`config.mk`:
```
export PLATFORM = sky130hd
export DESIGN_NAME = console_pattern_gen_flat
export DESIGN_NICKNAME = d
export VERILOG_FILES = /design/src/rtl/console_pattern_pkg.sv /design/src/rtl/console_pattern_gen_if.sv /design/src/rtl/pattern_wrap_counter.sv /design/src/rtl/console_pattern_gen.sv /design/src/flat_wrapper.sv
export SDC_FILE = /design/constraint.sdc
export NUM_CORES = 1
export LEC_CHECK = 0
export BUFFER_PORTS_ARGS = -buffer_cell sky130_fd_sc_hd__buf_2
export CAP_MARGIN = 20
export CORE_MARGIN = 4
export CORE_UTILIZATION = 55
export DETAILED_ROUTE_END_ITERATION = 10
export PLACE_DENSITY = 0.75
export SYNTH_ARGS = -nofsm -noshare
export SYNTH_HDL_FRONTEND = slang
export SYNTH_SLANG_ARGS = --single-unit
export TNS_END_PERCENT = 50
```
`constraint.sdc`:
```
create_clock -name clk_pixel -period 4.5 [get_ports clk_pixel]
set_input_delay 0.45 -clock clk_pixel [delete_from_list [all_inputs] [get_ports clk_pixel]]
set_output_delay 0.45 -clock clk_pixel [all_outputs]
set_load 0.05 [all_outputs]
```
`src/rtl/console_pattern_pkg.sv`:
```
// rtl/console_pattern_pkg.sv - shared enums and character-range helpers for console_pattern_gen
package console_pattern_pkg;

  typedef enum logic [1:0] {
    MODE_ROW    = 2'd0,
    MODE_GRID   = 2'd1,
    MODE_SCROLL = 2'd2,
    MODE_SOLID  = 2'd3
  } pattern_mode_t;

  typedef enum logic {
    ST_WAIT_SYNC = 1'b0,
    ST_ACTIVE    = 1'b1
  } pattern_state_t;

  // Number of distinct codepoints emitted (LAST - FIRST + 1, up to 256).
  function automatic logic [8:0] char_range(input logic [7:0] first_char,
                                            input logic [7:0] last_char);
    return {1'b0, last_char} - {1'b0, first_char} + 9'd1;
  endfunction

  // Row-to-row advance in GRID mode; evaluated only at elaboration.
  function automatic logic [7:0] col_step(input int columns, input logic [8:0] range);
    return 8'(columns % int'(range));
  endfunction

  // a + b folded back into [FIRST, LAST]; b must not exceed the range,
  // so one conditional subtract is always enough.
  function automatic logic [7:0] wrap_add(input logic [7:0] a,
                                          input logic [7:0] b,
                                          input logic [7:0] last_char,
                                          input logic [8:0] range);
    logic [8:0] sum;
    sum = {1'b0, a} + {1'b0, b};
    if (sum > {1'b0, last_char}) sum = sum - range;
    return sum[7:0];
  endfunction

endpackage

```
`src/rtl/console_pattern_gen_if.sv`:
```
// rtl/console_pattern_gen_if.sv - scan position in, glyph selection out
interface console_pattern_gen_if #(
  parameter int BIT_WIDTH  = 10,
  parameter int BIT_HEIGHT = 10
);
  logic [1:0]            mode;
  logic [BIT_WIDTH-1:0]  cx;
  logic [BIT_HEIGHT-1:0] cy;
  logic [7:0]            codepoint;
  logic [7:0]            attribute;
  logic                  frame_tick;

  // master: scan source (hdmi side); slave: the pattern generator
  modport master (output mode, cx, cy, input codepoint, attribute, frame_tick);
  modport slave  (input mode, cx, cy, output codepoint, attribute, frame_tick);
endinterface

```
`src/rtl/pattern_wrap_counter.sv`:
```
// rtl/pattern_wrap_counter.sv - modulo-RANGE character register with load and step-by-N
module pattern_wrap_counter
  import console_pattern_pkg::*;
#(
  parameter logic [7:0] FIRST_CHAR = 8'h30,
  parameter logic [7:0] LAST_CHAR  = 8'h7E
) (
  input  logic       clk_pixel,
  input  logic       reset,
  input  logic       load_en,
  input  logic [7:0] load_val,
  input  logic       step_en,
  input  logic [7:0] step_val,
  output logic [7:0] next_value
);
  localparam logic [8:0] RANGE = char_range(FIRST_CHAR, LAST_CHAR);

  logic [7:0] value;

  // load wins over step; stepping wraps inside the character range
  always_comb begin
    next_value = value;
    if (load_en)      next_value = load_val;
    else if (step_en) next_value = wrap_add(value, step_val, LAST_CHAR, RANGE);
  end

  // hold the current character
  always_ff @(posedge clk_pixel or posedge reset) begin
    if (reset) value <= FIRST_CHAR;
    else       value <= next_value;
  end
endmodule

```
`src/rtl/console_pattern_gen.sv`:
```
// rtl/console_pattern_gen.sv - text-mode pattern source for console; optional CONSOLE_PATTERN_BLINK_EN
module console_pattern_gen
  import console_pattern_pkg::*;
#(
  parameter int         BIT_WIDTH     = 10,
  parameter int         BIT_HEIGHT    = 10,
  parameter int         GLYPH_W_LOG2  = 3,
  parameter int         GLYPH_H_LOG2  = 4,
  parameter int         COLUMNS       = 80,
  parameter logic [7:0] FIRST_CHAR    = 8'h30,
  parameter logic [7:0] LAST_CHAR     = 8'h7E,
  parameter int         SCROLL_PERIOD = 60
) (
  input logic                  clk_pixel,
  input logic                  reset,
  console_pattern_gen_if.slave bus
);
  localparam logic [8:0] RANGE    = char_range(FIRST_CHAR, LAST_CHAR);
  localparam logic [7:0] COL_STEP = col_step(COLUMNS, RANGE);
  localparam int         FC_W     = (SCROLL_PERIOD > 1) ? $clog2(SCROLL_PERIOD) : 1;
  localparam logic [FC_W-1:0] FC_LAST = FC_W'(SCROLL_PERIOD - 1);

  pattern_state_t state_q, state_d;
  pattern_mode_t  mode_q, mode_eff;

  logic [BIT_WIDTH-1:0]  cx;
  logic [BIT_HEIGHT-1:0] cy;
  logic [FC_W-1:0]       fc_q, fc_eff;
  logic [7:0]            off_q, off_eff, off_applied;
  logic [7:0]            rb_load, rb_step, rb_next, col_next;
  logic [7:0]            codepoint_q, attribute_q, codepoint_d, attribute_d;
  logic                  frame_tick_q, frame_tick_d;
  logic                  cx_zero, frame_start, row_start, glyph_start;
  logic                  running, advance, scroll_wrap, blink;
  logic [2:0]            row_idx;
  logic [3:0]            col_idx, attr_low;

  assign cx = bus.cx;
  assign cy = bus.cy;

  assign cx_zero     = (cx == '0);
  assign frame_start = cx_zero && (cy == '0);
  assign row_start   = cx_zero && (cy[GLYPH_H_LOG2-1:0] == '0) && (cy != '0);
  assign glyph_start = (cx[GLYPH_W_LOG2-1:0] == '0) && !cx_zero;

  // The sync cycle is the first frame start and produces real output.
  assign running = (state_q == ST_ACTIVE) || frame_start;
  // The sync frame is frame 0, so only later frame starts advance the count.
  assign advance     = frame_start && (state_q == ST_ACTIVE);
  assign scroll_wrap = advance && (fc_q == FC_LAST);

  // Values in force for this cycle, so frame-start updates reach the output at once.
  assign fc_eff   = !advance ? fc_q : (scroll_wrap ? '0 : fc_q + FC_W'(1));
  assign off_eff  = !scroll_wrap ? off_q
                  : (({1'b0, off_q} + 9'd1 == RANGE) ? 8'd0 : off_q + 8'd1);
  assign mode_eff = frame_start ? pattern_mode_t'(bus.mode) : mode_q;

  assign off_applied = (mode_eff == MODE_SCROLL) ? off_eff : 8'd0;
  assign rb_load     = wrap_add(FIRST_CHAR, off_applied, LAST_CHAR, RANGE);

  // per-mode row advance
  always_comb begin
    rb_step = 8'd1;
    case (mode_eff)
      MODE_GRID:  rb_step = COL_STEP;
      MODE_SOLID: rb_step = 8'd0;
      default:    rb_step = 8'd1;
    endcase
  end

  pattern_wrap_counter #(.FIRST_CHAR(FIRST_CHAR), .LAST_CHAR(LAST_CHAR)) u_row_base (
    .clk_pixel  (clk_pixel),
    .reset      (reset),
    .load_en    (frame_start),
    .load_val   (rb_load),
    .step_en    (running && row_start),
    .step_val   (rb_step),
    .next_value (rb_next)
  );

  pattern_wrap_counter #(.FIRST_CHAR(FIRST_CHAR), .LAST_CHAR(LAST_CHAR)) u_column (
    .clk_pixel  (clk_pixel),
    .reset      (reset),
    .load_en    (running && cx_zero),
    .load_val   (rb_next),
    .step_en    (running && (mode_eff == MODE_GRID) && glyph_start),
    .step_val   (8'd1),
    .next_value (col_next)
  );

  assign row_idx  = 3'(cy >> GLYPH_H_LOG2);
  assign col_idx  = 4'(cx >> GLYPH_W_LOG2);
  assign attr_low = (mode_eff == MODE_SOLID) ? 4'(fc_eff) : col_idx;

`ifdef CONSOLE_PATTERN_BLINK_EN
  // Free-running frame count: the wrapping scroll counter never reaches
  // bit floor(log2(P)) for power-of-two periods, so blink uses its own.
  localparam int BLINK_BIT = $clog2(SCROLL_PERIOD + 1) - 1;
  logic [BLINK_BIT:0] blink_q, blink_eff;

  assign blink_eff = advance ? blink_q + (BLINK_BIT + 1)'(1) : blink_q;
  assign blink     = blink_eff[BLINK_BIT];

  // blink frame counter
  always_ff @(posedge clk_pixel or posedge reset) begin
    if (reset) blink_q <= '0;
    else       blink_q <= blink_eff;
  end
`else
  assign blink = 1'b0;
`endif

  // sync FSM and output selection; reset values until the first frame start
  always_comb begin
    state_d      = state_q;
    codepoint_d  = FIRST_CHAR;
    attribute_d  = 8'h00;
    frame_tick_d = 1'b0;
    case (state_q)
      ST_WAIT_SYNC: if (frame_start) state_d = ST_ACTIVE;
      ST_ACTIVE:    state_d = ST_ACTIVE;
      default:      state_d = ST_WAIT_SYNC;
    endcase
    if (running) begin
      codepoint_d  = col_next;
      attribute_d  = {blink, row_idx, attr_low};
      frame_tick_d = frame_start;
    end
  end

  // state, shadow mode, scroll bookkeeping and registered outputs
  always_ff @(posedge clk_pixel or posedge reset) begin
    if (reset) begin
      state_q      <= ST_WAIT_SYNC;
      mode_q       <= MODE_ROW;
      fc_q         <= '0;
      off_q        <= 8'd0;
      codepoint_q  <= FIRST_CHAR;
      attribute_q  <= 8'h00;
      frame_tick_q <= 1'b0;
    end else begin
      state_q      <= state_d;
      mode_q       <= mode_eff;
      fc_q         <= fc_eff;
      off_q        <= off_eff;
      codepoint_q  <= codepoint_d;
      attribute_q  <= attribute_d;
      frame_tick_q <= frame_tick_d;
    end
  end

  assign bus.codepoint  = codepoint_q;
  assign bus.attribute  = attribute_q;
  assign bus.frame_tick = frame_tick_q;
endmodule

```
`src/flat_wrapper.sv`:
```
// flat-port wrapper written by rule: the top's interface ports become plain ports
module console_pattern_gen_flat import console_pattern_pkg::*;
#(
  parameter int         BIT_WIDTH     = 10,
  parameter int         BIT_HEIGHT    = 10,
  parameter int         GLYPH_W_LOG2  = 3,
  parameter int         GLYPH_H_LOG2  = 4,
  parameter int         COLUMNS       = 80,
  parameter logic [7:0] FIRST_CHAR    = 8'h30,
  parameter logic [7:0] LAST_CHAR     = 8'h7E,
  parameter int         SCROLL_PERIOD = 60
)
  (clk_pixel, reset, bus_mode, bus_cx, bus_cy, bus_codepoint, bus_attribute, bus_frame_tick);
  console_pattern_gen_if #(.BIT_WIDTH(BIT_WIDTH), .BIT_HEIGHT(BIT_HEIGHT)) bus_i ();
  input logic clk_pixel;
  input logic reset;
  input wire logic [$bits(bus_i.mode)-1:0] bus_mode;
  input wire logic [$bits(bus_i.cx)-1:0] bus_cx;
  input wire logic [$bits(bus_i.cy)-1:0] bus_cy;
  output wire logic [$bits(bus_i.codepoint)-1:0] bus_codepoint;
  output wire logic [$bits(bus_i.attribute)-1:0] bus_attribute;
  output wire logic [$bits(bus_i.frame_tick)-1:0] bus_frame_tick;
  assign bus_i.mode = bus_mode;
  assign bus_i.cx = bus_cx;
  assign bus_i.cy = bus_cy;
  assign bus_codepoint = bus_i.codepoint;
  assign bus_attribute = bus_i.attribute;
  assign bus_frame_tick = bus_i.frame_tick;
  console_pattern_gen #(.BIT_WIDTH(BIT_WIDTH), .BIT_HEIGHT(BIT_HEIGHT), .GLYPH_W_LOG2(GLYPH_W_LOG2), .GLYPH_H_LOG2(GLYPH_H_LOG2), .COLUMNS(COLUMNS), .FIRST_CHAR(FIRST_CHAR), .LAST_CHAR(LAST_CHAR), .SCROLL_PERIOD(SCROLL_PERIOD)) u_core (.clk_pixel(clk_pixel), .reset(reset), .bus(bus_i));
endmodule
```
Yosys cells after proc, flatten, opt, wreduce, memory -nomap -nowiden
Index checks and enable logic that the tools add are counted.
{ "totals": {"regBits": 49, "in_bits": 24, "elab_cells": 65} }
{ "classes": {"n_addsub": 9, "order_cmp": 3, "n_eq_ne": 5, "mux": 20, "bitwise": 1, "n_reduce_logical": 17} }
{ "op_table": {"columns": ["cell", "count"], "rows": [
  ["$mux W8", 11],
  ["$gt A9 B7 Y1 const B", 3],
  ["$sub A8 B7 Y8 const B", 3],
  ["$logic_not A10 Y1", 2],
  ["$add A8 B1 Y9 const B", 2],
  ["$logic_and A1 B1 Y1", 10],
  ["$reduce_bool A10 Y1", 1],
  ["$add A6 B8 Y9 const A", 1],
  ["$add A8 B1 Y9", 1],
  ["$eq A9 B7 Y1 const B", 1],
  ["$add A8 B1 Y8 const B", 1],
  ["$mux W4", 2],
  ["$mux W7", 1],
  ["$add A6 B1 Y6 const B", 1],
  ["$eq A6 B6 Y1 const B", 1],
  ["$mux W6", 1],
  ["$eq A2 B2 Y1 const B", 2],
  ["$logic_not A4 Y1", 1],
  ["$logic_not A3 Y1", 1],
  ["$mux W1", 3],
  ["$eq A2 B1 Y1 const B", 1],
  ["$mux W2", 1],
  ["$pmux W1 S2", 1],
  ["$logic_not A1 Y1", 1],
  ["other kinds (2)", 2]
]} }

Logic depth before layout (Yosys ltp)
Gate-level depths: netlist of the first run.
{ "depth": {"depth_word": 12, "mapped_depth": 20, "depth_no_buf": 19} }

Hierarchy
A second synthesis of the first run with hierarchy kept.
{ "unflattened": {"cells_unflattened": 458, "hier_area_um2": 4377.9} }
{ "by_module_without_submodules": {"columns": ["module", "n_inst", "cells_per_inst", "area_per_inst_um2"], "rows": [
  ["console_pattern_gen", 1, 240, 2331.0],
  ["pattern_wrap_counter (u_core.u_row_base)", 1, 112, 1047.3],
  ["pattern_wrap_counter (u_core.u_column)", 1, 106, 999.7]
]} }

Worst setup path after synthesis of the first run
No wires, ideal clock.
{ "synth_path": {"kind": "input -> register", "from": "input bus_cx[6]", "to": "register u_core.codepoint_q[6] (netlist: u_core.bus.codepoint[6])", "setup_ns": 0.120, "arrival_ns": 4.497, "required_ns": 4.380, "slack_ns": -0.117, "path_stages": 19, "cell_sequence": "nor4_2 -> and3_2 -> nand2_2 -> inv_2 -> mux2i_1 -> nor2_1 -> inv_1 -> ha_1 -> ha_1 -> ha_1 -> or3_1 -> o31a_1 -> clkbuf_1 -> or3_1 -> a311oi_1 -> o21bai_1 -> o31ai_2 -> nor2_1 -> nor2_1"} }
{ "synth_via": {"elab_chain_len": 12, "word_cells_on_any_way": 33, "cone_classes": "4 x add/sub; 2 x order compare; 3 x eq/ne; 11 x mux; 13 x reduce/logical"} }
{ "synth_lines": {"columns": ["element", "line", "source"], "rows": [
  ["start, declared", "flat_wrapper.sv:18", "input wire logic [$bits(bus_i.cx)-1:0] bus_cx;"],
  ["$logic_not A10 Y1 (*)", "console_pattern_gen.sv:41", "assign cx_zero = (cx == '0);"],
  ["$logic_and A1 B1 Y1", "console_pattern_gen.sv:42", "assign frame_start = cx_zero && (cy == '0);"],
  ["$mux W2 or $logic_and A1 B1 Y1 (tied branches)", "console_pattern_gen.sv:56, console_pattern_gen.sv:49", null],
  ["$eq A2 B2 Y1 or $logic_and A1 B1 Y1 (tied branches)", "console_pattern_gen.sv:64, console_pattern_gen.sv:50", null],
  ["$mux W1 or $mux W8 (tied branches)", "console_pattern_gen.sv:64, console_pattern_gen.sv:54", null],
  ["$add A8 B1 Y9 or $mux W8 (tied branches)", "console_pattern_pkg.sv:34, console_pattern_gen.sv:58", null],
  ["$sub A8 B7 Y8, or another cell as far along", "console_pattern_pkg.sv:35", "if (sum > {1'b0, last_char}) sum = sum - range;"],
  ["$mux W8, or another cell as far along", "console_pattern_pkg.sv:35", null],
  ["$mux W8, on equally long branches", "pattern_wrap_counter.sv:24, console_pattern_pkg.sv:35", null],
  ["$mux W8 (*)", "pattern_wrap_counter.sv:23", "if (load_en) next_value = load_val;"],
  ["via u_core.rb_next[6]", "console_pattern_gen.sv:30", "logic [7:0] rb_load, rb_step, rb_next, col_next;"],
  ["$mux W8 (*)", "pattern_wrap_counter.sv:23", null],
  ["$mux W8 (*)", "console_pattern_gen.sv:124", "if (running) begin"],
  ["via u_core.codepoint_d[6]", "console_pattern_gen.sv:31", "logic [7:0] codepoint_q, attribute_q, codepoint_d, attribute_d;"],
  ["end signal, assigned", "console_pattern_gen.sv:146", "codepoint_q <= codepoint_d;"],
  ["end, declared", "console_pattern_gen.sv:31", null]
]} }
The timed path passes the listed nets; every way through them passes the cells marked *.
A chain may end at the register's enable or synchronous reset.

Final worst setup path of the first run
{ "layout_path": {"from": "register u_core.fc_q[0]", "to": "register u_core.codepoint_q[3] (netlist: u_core.bus.codepoint[3])"} }
{ "layout_via": {"elab_chain_len": 10, "word_cells_on_any_way": 11, "cone_classes": "2 x add/sub; 1 x order compare; 1 x eq/ne; 6 x mux; 1 x reduce/logical"} }
{ "layout_lines": {"columns": ["element", "line", "source"], "rows": [
  ["start, declared", "console_pattern_gen.sv:28", "logic [FC_W-1:0] fc_q, fc_eff;"],
  ["start signal, assigned", "console_pattern_gen.sv:136", "fc_q <= '0;"],
  ["start signal, assigned", "console_pattern_gen.sv:144", "fc_q <= fc_eff;"],
  ["$eq A6 B6 Y1", "console_pattern_gen.sv:50", "assign scroll_wrap = advance && (fc_q == FC_LAST);"],
  ["$logic_and A1 B1 Y1", "console_pattern_gen.sv:50", null],
  ["$mux W8", "console_pattern_gen.sv:54", "assign off_eff = !scroll_wrap ? off_q"],
  ["via u_core.off_eff[5]", "console_pattern_gen.sv:29", "logic [7:0] off_q, off_eff, off_applied;"],
  ["$mux W8", "console_pattern_gen.sv:58", "assign off_applied = (mode_eff == MODE_SCROLL) ? off_eff : 8'd0;"],
  ["$add A6 B8 Y9", "console_pattern_pkg.sv:34", "sum = {1'b0, a} + {1'b0, b};"],
  ["$gt A9 B7 Y1", "console_pattern_pkg.sv:35", null],
  ["$mux W8", "console_pattern_pkg.sv:35", null],
  ["$mux W8 (2 in series)", "pattern_wrap_counter.sv:23", null],
  ["$mux W8", "console_pattern_gen.sv:124", null],
  ["via u_core.codepoint_d[3]", "console_pattern_gen.sv:31", null]
]} }
The timed path passes the listed nets, and every way through them passes these cells.

==> results of run 1 <==
[timing repair]
action                                  CTS  global route
endpoints found under the setup margin    0             3
hold endpoints to repair                  0             0
hold buffers                              0             0
setup buffers                             0             0
resized for setup                         0             4
[worst max-delay path: cells and delay by family, from the launching register on]
kind / cells / cell delay, ps
adder cells (fa/ha/maj): 2 / 520
flip-flops: 1 / 400
XOR/XNOR: 1 / 240
AND/OR/NAND/NOR: 8 / 1720
AO/OA/AOI/OAI: 5 / 1220
[registers in the layout (all words and copies together), names as in the netlist]
| name | cells |
|---|---|
| u_core.u_column.value | 8 |
| u_core.fc_q | 6 |
| u_core.bus.attribute | 7 |
| u_core.u_row_base.value | 8 |
| u_core.bus.codepoint | 8 |
| u_core.mode_q | 2 |
| u_core.off_q | 8 |
| u_core.bus.frame_tick | 1 |
| u_core.state_q | 1 |
[per-layer routing]
metal  share of wire (%)  vias up  routed length [um]  GRT usage, %
met4                 2.6        0                 250          9.17
li1                    -     1724                   -             -
met3                 6.2       24                 590          3.65
met5                   0        -                   0             0
met1                  42     1640                3990          30.2
met2                  49      136                4670          39.4
[cell type report]
cell class	instances	share of cell area [%]
clock inverters	2	0.871
flip-flops and latches	49	28.6
inverters	21	1.83
multi-input cells	365	57.3
repair buffers	52	7.09
clock buffers	6	1.92
well taps	80	2.32
[path summary, 6_finish.rpt]
path                       slack, ps  cells past startpoint      startpoint                    endpoint
min                               70                      2           reset  u_core.u_row_base.value[6]
max in group asynchronous       3940                      3           reset    u_core.u_column.value[2]
max                              320                     16  u_core.fc_q[0]     u_core.bus.codepoint[3]
min in group clk_pixel           390                      2       bus_cy[5]     u_core.bus.attribute[5]
max reg2reg                      320                     16  u_core.fc_q[0]     u_core.bus.codepoint[3]
min reg2reg                      530                      1  u_core.fc_q[4]              u_core.fc_q[4]
[through the flow]
step	instances	setup TNS (ps)
finish	575	0
global route	575	0
CTS	574	0
detailed placement	566	-94.9
global placement	566	-53.0
floorplan	450	0
[kinds of logic (layout without fill, tap and decap cells)]
kind of cell             Yosys count  count (layout)
XOR/XNOR                          26              26
AND/OR/NAND/NOR                  197             197
buffers and inverters             36              81
flip-flops                        49              49
multiplexers                      15              15
other                              1               1
AO/OA/AOI/OAI                    110             110
adder cells (fa/ha/maj)           16              16
[placed cells by master (no fill, tap or decap), drive strengths merged, types with 4 or more instances in the layout]
cell type	synthesis	final
a21oi	25	25
nand2	53	53
nor3	13	13
xnor2	18	18
o211a	4	4
or2	4	4
buf	5	52
mux2i	11	11
nor4	7	7
nor2b	4	4
nand4	8	8
dfstp	6	6
a21o	6	6
a22oi	4	4
inv	20	20
dfrtp	43	43
xor2	8	8
nand3	17	17
ha	16	16
or3	7	7
o211ai	7	7
o21ai	24	24
mux2	4	4
and3	9	9
and4	4	4
nor2	41	41
and2	12	12
clkbuf	10	6
[power breakdown]
part / internal, mW / total (mW) / switching, mW
Sequential: 0.440 / 0.440 / 0.00000921
Combinational: 0.0140 / 0.0359 / 0.0219
Clock: 0.181 / 0.336 / 0.155
==> impl_metrics.csv, run 1 <==
group,metric,value,unit
clock_tree,h-tree-depth,2,
grt,first_global_vias,3402,
layout,drive_gt1_share,20.8,%
logic_synthesis,synth_xor_area_share,5.96,%
power,leakage,1.94,nW
clock_tree,clk_pin_slew_worst_paths,90,ps
sta,fmax,239,MHz
logic_synthesis,netlist_top_cells_count,"nand2_1, dfrtp_1, nor2_1",
logic_synthesis,synth_simple_gate_area_share,27.7,%
route,ant_nets,0,
worst_setup_path,crit_fanout,7,
route,drtPass1Iterations,5,
power,p_total,0.812,mW
power,peakVddDrop,189,uV
logic_synthesis,netlist_area,3820,sq um
route,vias,3524,
grt,gr-total-overflow,0,
worst_setup_path,cp.arrival,4400,ps
route,wl_per_cell,16.5,um
layout,syn_to_final_growth,12.7,%
die,io-pin-count,41,
die,die_w,91.4,um
logic_synthesis,synth_nets,490,
layout,finalNetCount,534,
sta,rsz0062_at_grt,"no",
logic_synthesis,ys_async_sr_fraction,100,%
logic_synthesis,synth.area.mux_share,4.16,%
worst_setup_path,start_kind,"flop",
logic_synthesis,ys_warn_count,0,
route,drt_iter0_drc,210,
layout,fill_cells,585,
logic_synthesis,synth.distinct_cells,82,
placement,placed_cell_area,4150,sq um
logic_synthesis,postSynthAreaPerCell,8.49,sq um
clock_tree,clock_path_buffers,2,
logic_synthesis,seq_area_frac_synth,32.3,%
logic_synthesis,synth_seq_cells,49,
die,die_area,8340,sq um
power,pwr_density_cell,188,nW/um^2
die,rows,30,
status,outcome,"finished, final reports clean",
sta,slew_headroom,53.7,%
logic_synthesis,synth_compound_area_share,20.1,%
grt,grt_use_total,23.4,%
route,drc,0,
sta,maxSlewViolCount,0,
logic_synthesis,synth_top_family_by_area,"simple AND/OR/NAND/NOR gates",
clock_tree,clk-insertion-delay-late,310,ps
job,cap_violations,0,
clock_tree,cts_buffers,5,
route,finalWirelength,9.50,mm
worst_setup_path,path_class,"flop to flop",
clock_tree,cts_tree,"built",
sta,period_minus_slack,4180,ps
grt,grt_max_degree,50,
logic_synthesis,synth_fa_ha_area_share,5.24,%
worst_setup_path,cpPeakStageDelay,410,ps
layout,finish.utilization,63.8,%
sta,clock_skew,4.08,ps
sta,setup_viol,0,
logic_synthesis,synth_ff_type,"dfrtp_1",
worst_setup_path,worstPathRequired,4730,ps
worst_setup_path,path_cells,"ha_1 -> nor2b_2 -> nand3_1 -> or3_4 -> nor2_1 -> xor2_1 -> nand2_1 -> ha_1 -> o31a_1 -> a32o_1 -> a211oi_4 -> and4_1 -> nor2_1 -> a2111oi_2 -> and3b_1 -> a21oi_1",
logic_synthesis,yosys.area.top_type,"dfrtp_1",
logic_synthesis,synth_area_leaders,"dfrtp_1, ha_1, nand2_1",
die,initial_core_util,56.6,%
logic_synthesis,synth_edf_count,0,
layout,register_area,1230,sq um
grt,grt_pass1_wl,15.9,mm
layout,n_antenna_cell,0,
grt,antenna_found_initial,0,
sta,setup_ws,322,ps
sta,finalCritPeriodShare,92.8,%
layout,multi_input_area,2470,sq um
sta,worstMarginPinSlew,690,ps
placement,post-place-ws,-66.7,ps
worst_hold_path,hold_path.class,"input pin to async pin",
logic_synthesis,syn_inst,450,
logic_synthesis,synth_top_area_share,28.2,%
clock_tree,cts-root-buf,"clkbuf_8",
worst_setup_path,slowest_stage,"or3_4",
worst_setup_path,end_kind,"flop",
clock_tree,clock_sinks,49,
placement,port_buffers,39,
layout,fin_area,4310,sq um
sta,holdWs,73.4,ps
die,fp.coreArea,6760,sq um
die,die_h,91.4,um
logic_synthesis,synth.most_common_cell,"nand2_1",
sta,finalHoldViolations,0,
placement,gp_congestion,0.957,
route,avgViaCountPerCell,6.13,
placement,dp_hpwl,7.33,mm
No activity file was read; power rests on OpenSTA's default activity.
==> inputs of run 2 (changes only) <==
SYNTH_HIERARCHICAL = 1   (was not set)
==> impl_metrics.csv, run 2 <==
group,metric,value,unit
clock_tree,cts_buffers,5,
placement,dp_hpwl,8.66,mm
layout,finish.utilization,67.6,%
die,fp.coreArea,7730,sq um
logic_synthesis,synth_ff_type,"dfrtp_1",
clock_tree,clk-insertion-delay-late,310,ps
route,vias,3909,
worst_setup_path,worstPathRequired,4750,ps
clock_tree,cts-root-buf,"clkbuf_8",
placement,port_buffers,39,
layout,syn_to_final_growth,19.3,%
sta,maxSlewViolCount,0,
die,die_w,97.2,um
sta,setup_viol,0,
job,cap_violations,0,
die,die_h,97.2,um
logic_synthesis,netlist_top_cells_count,"dfrtp_1, nor2_1, ha_1",
layout,n_antenna_cell,0,
logic_synthesis,synth_edf_count,0,
grt,grt_max_degree,22,
worst_setup_path,cp.arrival,4630,ps
sta,period_minus_slack,4390,ps
logic_synthesis,synth_seq_cells,49,
worst_setup_path,startpoint,"bus_cy[6]",
route,ant_nets,0,
status,outcome,"finished, final reports clean",
layout,final_cells,656,
placement,post-place-ws,-316,ps
die,initial_core_util,56.7,%
clock_tree,clock_sinks,49,
logic_synthesis,netlist_area,4380,sq um
sta,rsz0062_at_grt,"yes",
logic_synthesis,ys_async_sr_fraction,100,%
route,wl_met1,4.66,mm
clock_tree,clock_path_buffers,2,
worst_setup_path,start_kind,"input pin",
placement,placed_cell_area,4970,sq um
logic_synthesis,yosys.area.top_type,"dfrtp_1",
layout,register_area,1240,sq um
placement,placed_cells,641,
layout,fill_cells,613,
layout,multi_input_area,3150,sq um
sta,clock_skew,9.29,ps
logic_synthesis,synth_top_area_share,24.6,%
clock_tree,clk_pin_slew_worst_paths,100,ps
layout,finalNetCount,607,
placement,gp_congestion,0.910,
route,drtPass1Iterations,5,
sta,finalCritPeriodShare,97.4,%
power,p_total,0.845,mW
route,avgViaCountPerCell,5.96,
power,leakage,2.34,nW
route,finalWirelength,10.8,mm
logic_synthesis,synth_area_leaders,"dfrtp_1, ha_1, dfstp_2",
worst_setup_path,crit_fanout,6,
worst_setup_path,end_kind,"flop",
sta,setup_tns,0,ps
logic_synthesis,synth.distinct_cells,96,
logic_synthesis,seq_area_frac_synth,28.2,%
clock_tree,h-tree-depth,2,
power,pwr_density_cell,162,nW/um^2
route,route.met2.wl,5.35,mm
sta,setup_ws,115,ps
grt,grt_use_total,22.7,%
worst_setup_path,path_class,"input pin to flop",
clock_tree,cts_tree,"built",
worst_setup_path,rr_worst_depth,20,
route,met3_length,614,um
die,rows,32,
layout,mostFrequentLayoutCells,"dfrtp_1, buf_4, nor2_1, buf_2, ha_1",
logic_synthesis,synth.most_common_cell,"dfrtp_1",
logic_synthesis,syn_inst,458,
grt,grt_pass1_wl,18.0,mm
sta,finalHoldViolations,0,
die,io-pin-count,41,
clock_tree,cts_hold_buf,0,
layout,drive_gt1_share,32.3,%
layout,fin_area,5220,sq um
worst_hold_path,hold_path.class,"input pin to async pin",
power,peakVddDrop,150,uV
worst_setup_path,rr_startpoint,"u_core/fc_q[0]",
route,highest_layer,"met4",
grt,gr-total-overflow,0,
route,drc,0,
die,die_area,9450,sq um
sta,fmax,228,MHz
logic_synthesis,ys_warn_count,6,
grt,antenna_found_initial,0,
sta,holdWs,104,ps
sta,slew_headroom,43.8,%
grt,first_global_vias,3832,
route,drt_iter0_drc,214,
logic_synthesis,postSynthAreaPerCell,9.56,sq um
route,wl_per_cell,16.5,um
sta,worstMarginPinSlew,840,ps
-- run 2: cell types whose count changed after synthesis, moves of 5 or more --
| cell | delta |
|---|---|
| clkbuf_1 | -9 |
| and2_1 | -5 |
| o21ai_1 | +17 |
| ha_1 | +12 |
| a22oi_1 | +9 |
| mux2i_1 | -5 |
| nor2b_1 | +7 |
| nand2_1 | -28 |
| xnor2_1 | -6 |
| nor4_4 | +5 |
| nand3_1 | -6 |
| xor2_2 | +6 |
-- run 2: what timing repair did --
action | in CTS | in global routing
resized for setup | 0 | 28
endpoints found under the setup margin | 0 | 14
setup buffers | 0 | 7
-- run 2: cell families after synthesis --
logic type | count (synthesis) | synth area share, %
flip-flops | 49 | 28.2
other | 2 | 0.172
multiplexers | 11 | 2.71
AO/OA/AOI/OAI | 151 | 26.8
XOR/XNOR | 25 | 6.03
AND/OR/NAND/NOR | 159 | 23.6
buffers and inverters | 31 | 3.63
adder cells (fa/ha/maj) | 30 | 8.92
-- run 2: layout make-up --
class / instances / share of cell area [%]
Clock buffer: 5 / 1.32
Sequential cell: 49 / 23.7
Tap cell: 102 / 2.44
Timing Repair Buffer: 81 / 10.2
Multi-Input combinational cell: 394 / 60.3
Clock inverter: 3 / 0.551
Inverter: 22 / 1.58
-- run 2: path summary, 6_finish.rpt --
path	endpoint	slack, ps
max in group asynchronous	u_core/bus.codepoint[5]	3610
max reg2reg	u_core/bus.codepoint[7]	320
min in group clk_pixel	u_core/mode_q[1]	410
max	u_core/bus.codepoint[5]	110
min reg2reg	u_core/fc_q[4]	530
min	u_core/u_row_base/value[1]	100
-- run 2: where the power goes --
group          internal (mW)  leakage (nW)  switching, mW
clock network          0.117        0.0506          0.167
logic                 0.0504          1.64         0.0705
registers              0.440         0.651     0.00000504
-- run 2: critical path, stage by stage --
cell	delay (ps)
buf_2	120
nor4_4	360
nand2_2	120
nor3b_4	320
mux2i_2	320
nor2_2	90
inv_2	80
ha_4	150
fa_2	460
ha_4	170
or3b_1	390
nor4b_2	210
o211ai_1	110
nand4b_4	270
a21oi_2	190
xnor2_1	130
o21ai_1	110
a22oi_1	230
o31ai_2	110
or2_4	250
-- run 2: layer usage --
metal  GRT usage [%]  up-vias
met2            38.5      112
met3            3.59       20
met5               0        -
met4            5.54        0
li1                -     1896
met1            30.4     1881
==> inputs of run 3 (changes only) <==
SETUP_SLACK_MARGIN = 0.15   (was not set)
SYNTH_HIERARCHICAL = not set   (was 1)
==> impl_metrics.csv, run 3 (synthesized netlist as in run 1, its figures left out) <==
group,metric,value,unit
status,outcome,"finished, final reports clean",
sta,period_minus_slack,4110,ps
clock_tree,cts-resized-gates,0,
die,die_h,91.4,um
sta,setup_viol,0,
placement,gp_congestion,1.02,
layout,multi_input_area,2500,sq um
placement,dp_hpwl,7.42,mm
clock_tree,h-tree-depth,2,
sta,rsz0062_at_grt,"yes",
layout,layout_commonest_cell,"nand2_1",
placement,port_buffers,39,
die,rows,30,
power,leakage,1.94,nW
grt,grt_max_degree,50,
route,wl_per_cell,16.7,um
power,pwr_density_cell,175,nW/um^2
sta,maxSlewViolCount,0,
layout,mostFrequentLayoutCells,"nand2_1, dfrtp_1, nor2_1, buf_2, a21oi_1",
worst_setup_path,worstPathRequired,4670,ps
grt,gr-total-overflow,0,
clock_tree,post-cts-setup-buffers,0,
grt,first_global_vias,3338,
die,initial_core_util,56.6,%
die,die_w,91.4,um
sta,worstMarginPinSlew,796,ps
clock_tree,cts_hold_buf,0,
layout,syn_to_final_growth,14.1,%
sta,fmax,243,MHz
grt,antenna_found_initial,0,
clock_tree,cts-root-buf,"clkbuf_8",
worst_setup_path,start_kind,"input pin",
die,die_area,8340,sq um
clock_tree,cts_tree,"built",
sta,clock_skew,8.19,ps
grt,grt_busiest_layer,"met2",
worst_setup_path,regToRegSetupSlack,430,ps
worst_setup_path,r2r_end,"u_core.bus.codepoint[1]",
layout,finish.utilization,64.6,%
route,drt_iter0_drc,234,
route,ant_nets,0,
worst_setup_path,path_class,"input pin to flop",
route,avgViaCountPerCell,6.22,
layout,drive_gt1_share,22.6,%
worst_hold_path,hold_path.class,"input pin to async pin",
layout,fill_cells,568,
grt,grt_use_total,23.3,%
worst_setup_path,cp.arrival,4280,ps
worst_setup_path,crit_fanout,6,
grt,met3_usage,3.40,%
clock_tree,clock_path_buffers,2,
sta,setup_tns,0,ps
worst_setup_path,rr_worst_depth,17,
die,fp.coreArea,6760,sq um
power,peakVddDrop,109,uV
sta,finalCritPeriodShare,91.3,%
clock_tree,clock_sinks,49,
layout,finalNetCount,539,
route,drtPass1Iterations,5,
sta,finalHoldViolations,0,
route,finalWirelength,9.67,mm
grt,use_met2,40.3,%
route,vias,3608,
layout,n_antenna_cell,0,
clock_tree,clk-insertion-delay-late,300,ps
layout,register_area,1230,sq um
worst_setup_path,rr_startpoint,"u_core.fc_q[0]",
clock_tree,cts_buffers,5,
die,io-pin-count,41,
job,cap_violations,0,
worst_setup_path,end_kind,"flop",
grt,use_met1,30.0,%
sta,slew_headroom,46.5,%
grt,grt_pass1_wl,15.9,mm
clock_tree,clk_pin_slew_worst_paths,90,ps
route,drc,0,
## run 3: cell types whose count changed in the layout (fill, tap and decap cells not counted), moves of 9 or more
cell	before	now
ha_1	25	14
buf_4	41	17
conb_1	18	1
a22oi_1	13	4
nand2_1	22	51
o21ai_1	15	1
## run 3: cell type report
| cell class | count | share of cell area (%) |
|---|---|---|
| Sequential cell | 49 | 28.3 |
| Multi-Input combinational cell | 365 | 57.4 |
| Clock buffer | 7 | 2.21 |
| Tap cell | 80 | 2.29 |
| Clock inverter | 1 | 0.115 |
| Inverter | 21 | 1.86 |
| Timing Repair Buffer | 57 | 7.86 |
## run 3: through the flow
step | cell area, sq um | std cells | worst slack, ps | hold WS, ps | power [mW]
finish | 4360 | 580 | 390 | 9.24 | 0.763
global route | 4360 | 580 | 115 | 7.66 | 0.791
CTS | 4310 | 579 | 335 | 393 | 0.769
detailed placement | 4210 | 571 | 21.3 | 503 | 0.484
global placement | 4210 | 571 | 148 | 499 | 0.483
floorplan | 3870 | 450 | 177 | 472 | 0.463
## run 3: worst max-delay path by stage
stage              start                        to  slack (ps)
2_1_floorplan  bus_cx[6]   u_core.bus.codepoint[6]         180
3_3_place_gp   bus_cx[6]  u_core.u_column.value[6]         150
3_5_place_dp   bus_cx[6]  u_core.u_column.value[6]          20
4_1_cts        bus_cx[6]  u_core.u_column.value[6]         340
5_1_grt        bus_cx[6]  u_core.u_column.value[6]         120
6_report       bus_cx[6]  u_core.u_column.value[6]         390
## run 3: report_power, final
part | switching (mW) | internal (mW)
Clock | 0.147 | 0.139
Sequential | 0.00000978 | 0.440
Combinational | 0.0229 | 0.0142
## run 3: worst max-delay path: stages
cell and delay (ps):
buf_2 120, nor4_4 280, and3_4 250, nand2_2 100, inv_4 70, mux2i_2 290
nor2_4 100, inv_1 70, ha_2 210, ha_4 190, nand3_2 130, xnor2_1 170
or3_1 360, o31a_1 360, or3_1 400, a311oi_1 250, o21bai_1 160, o31ai_2 100
nor2_1 150, a21oi_1 60
## run 3: per-layer routing
layer	wire (um)	part of all wire, %
met1	4150	43
met2	4840	50
met3	480	5.0
met4	202	2.1
met5	0	0
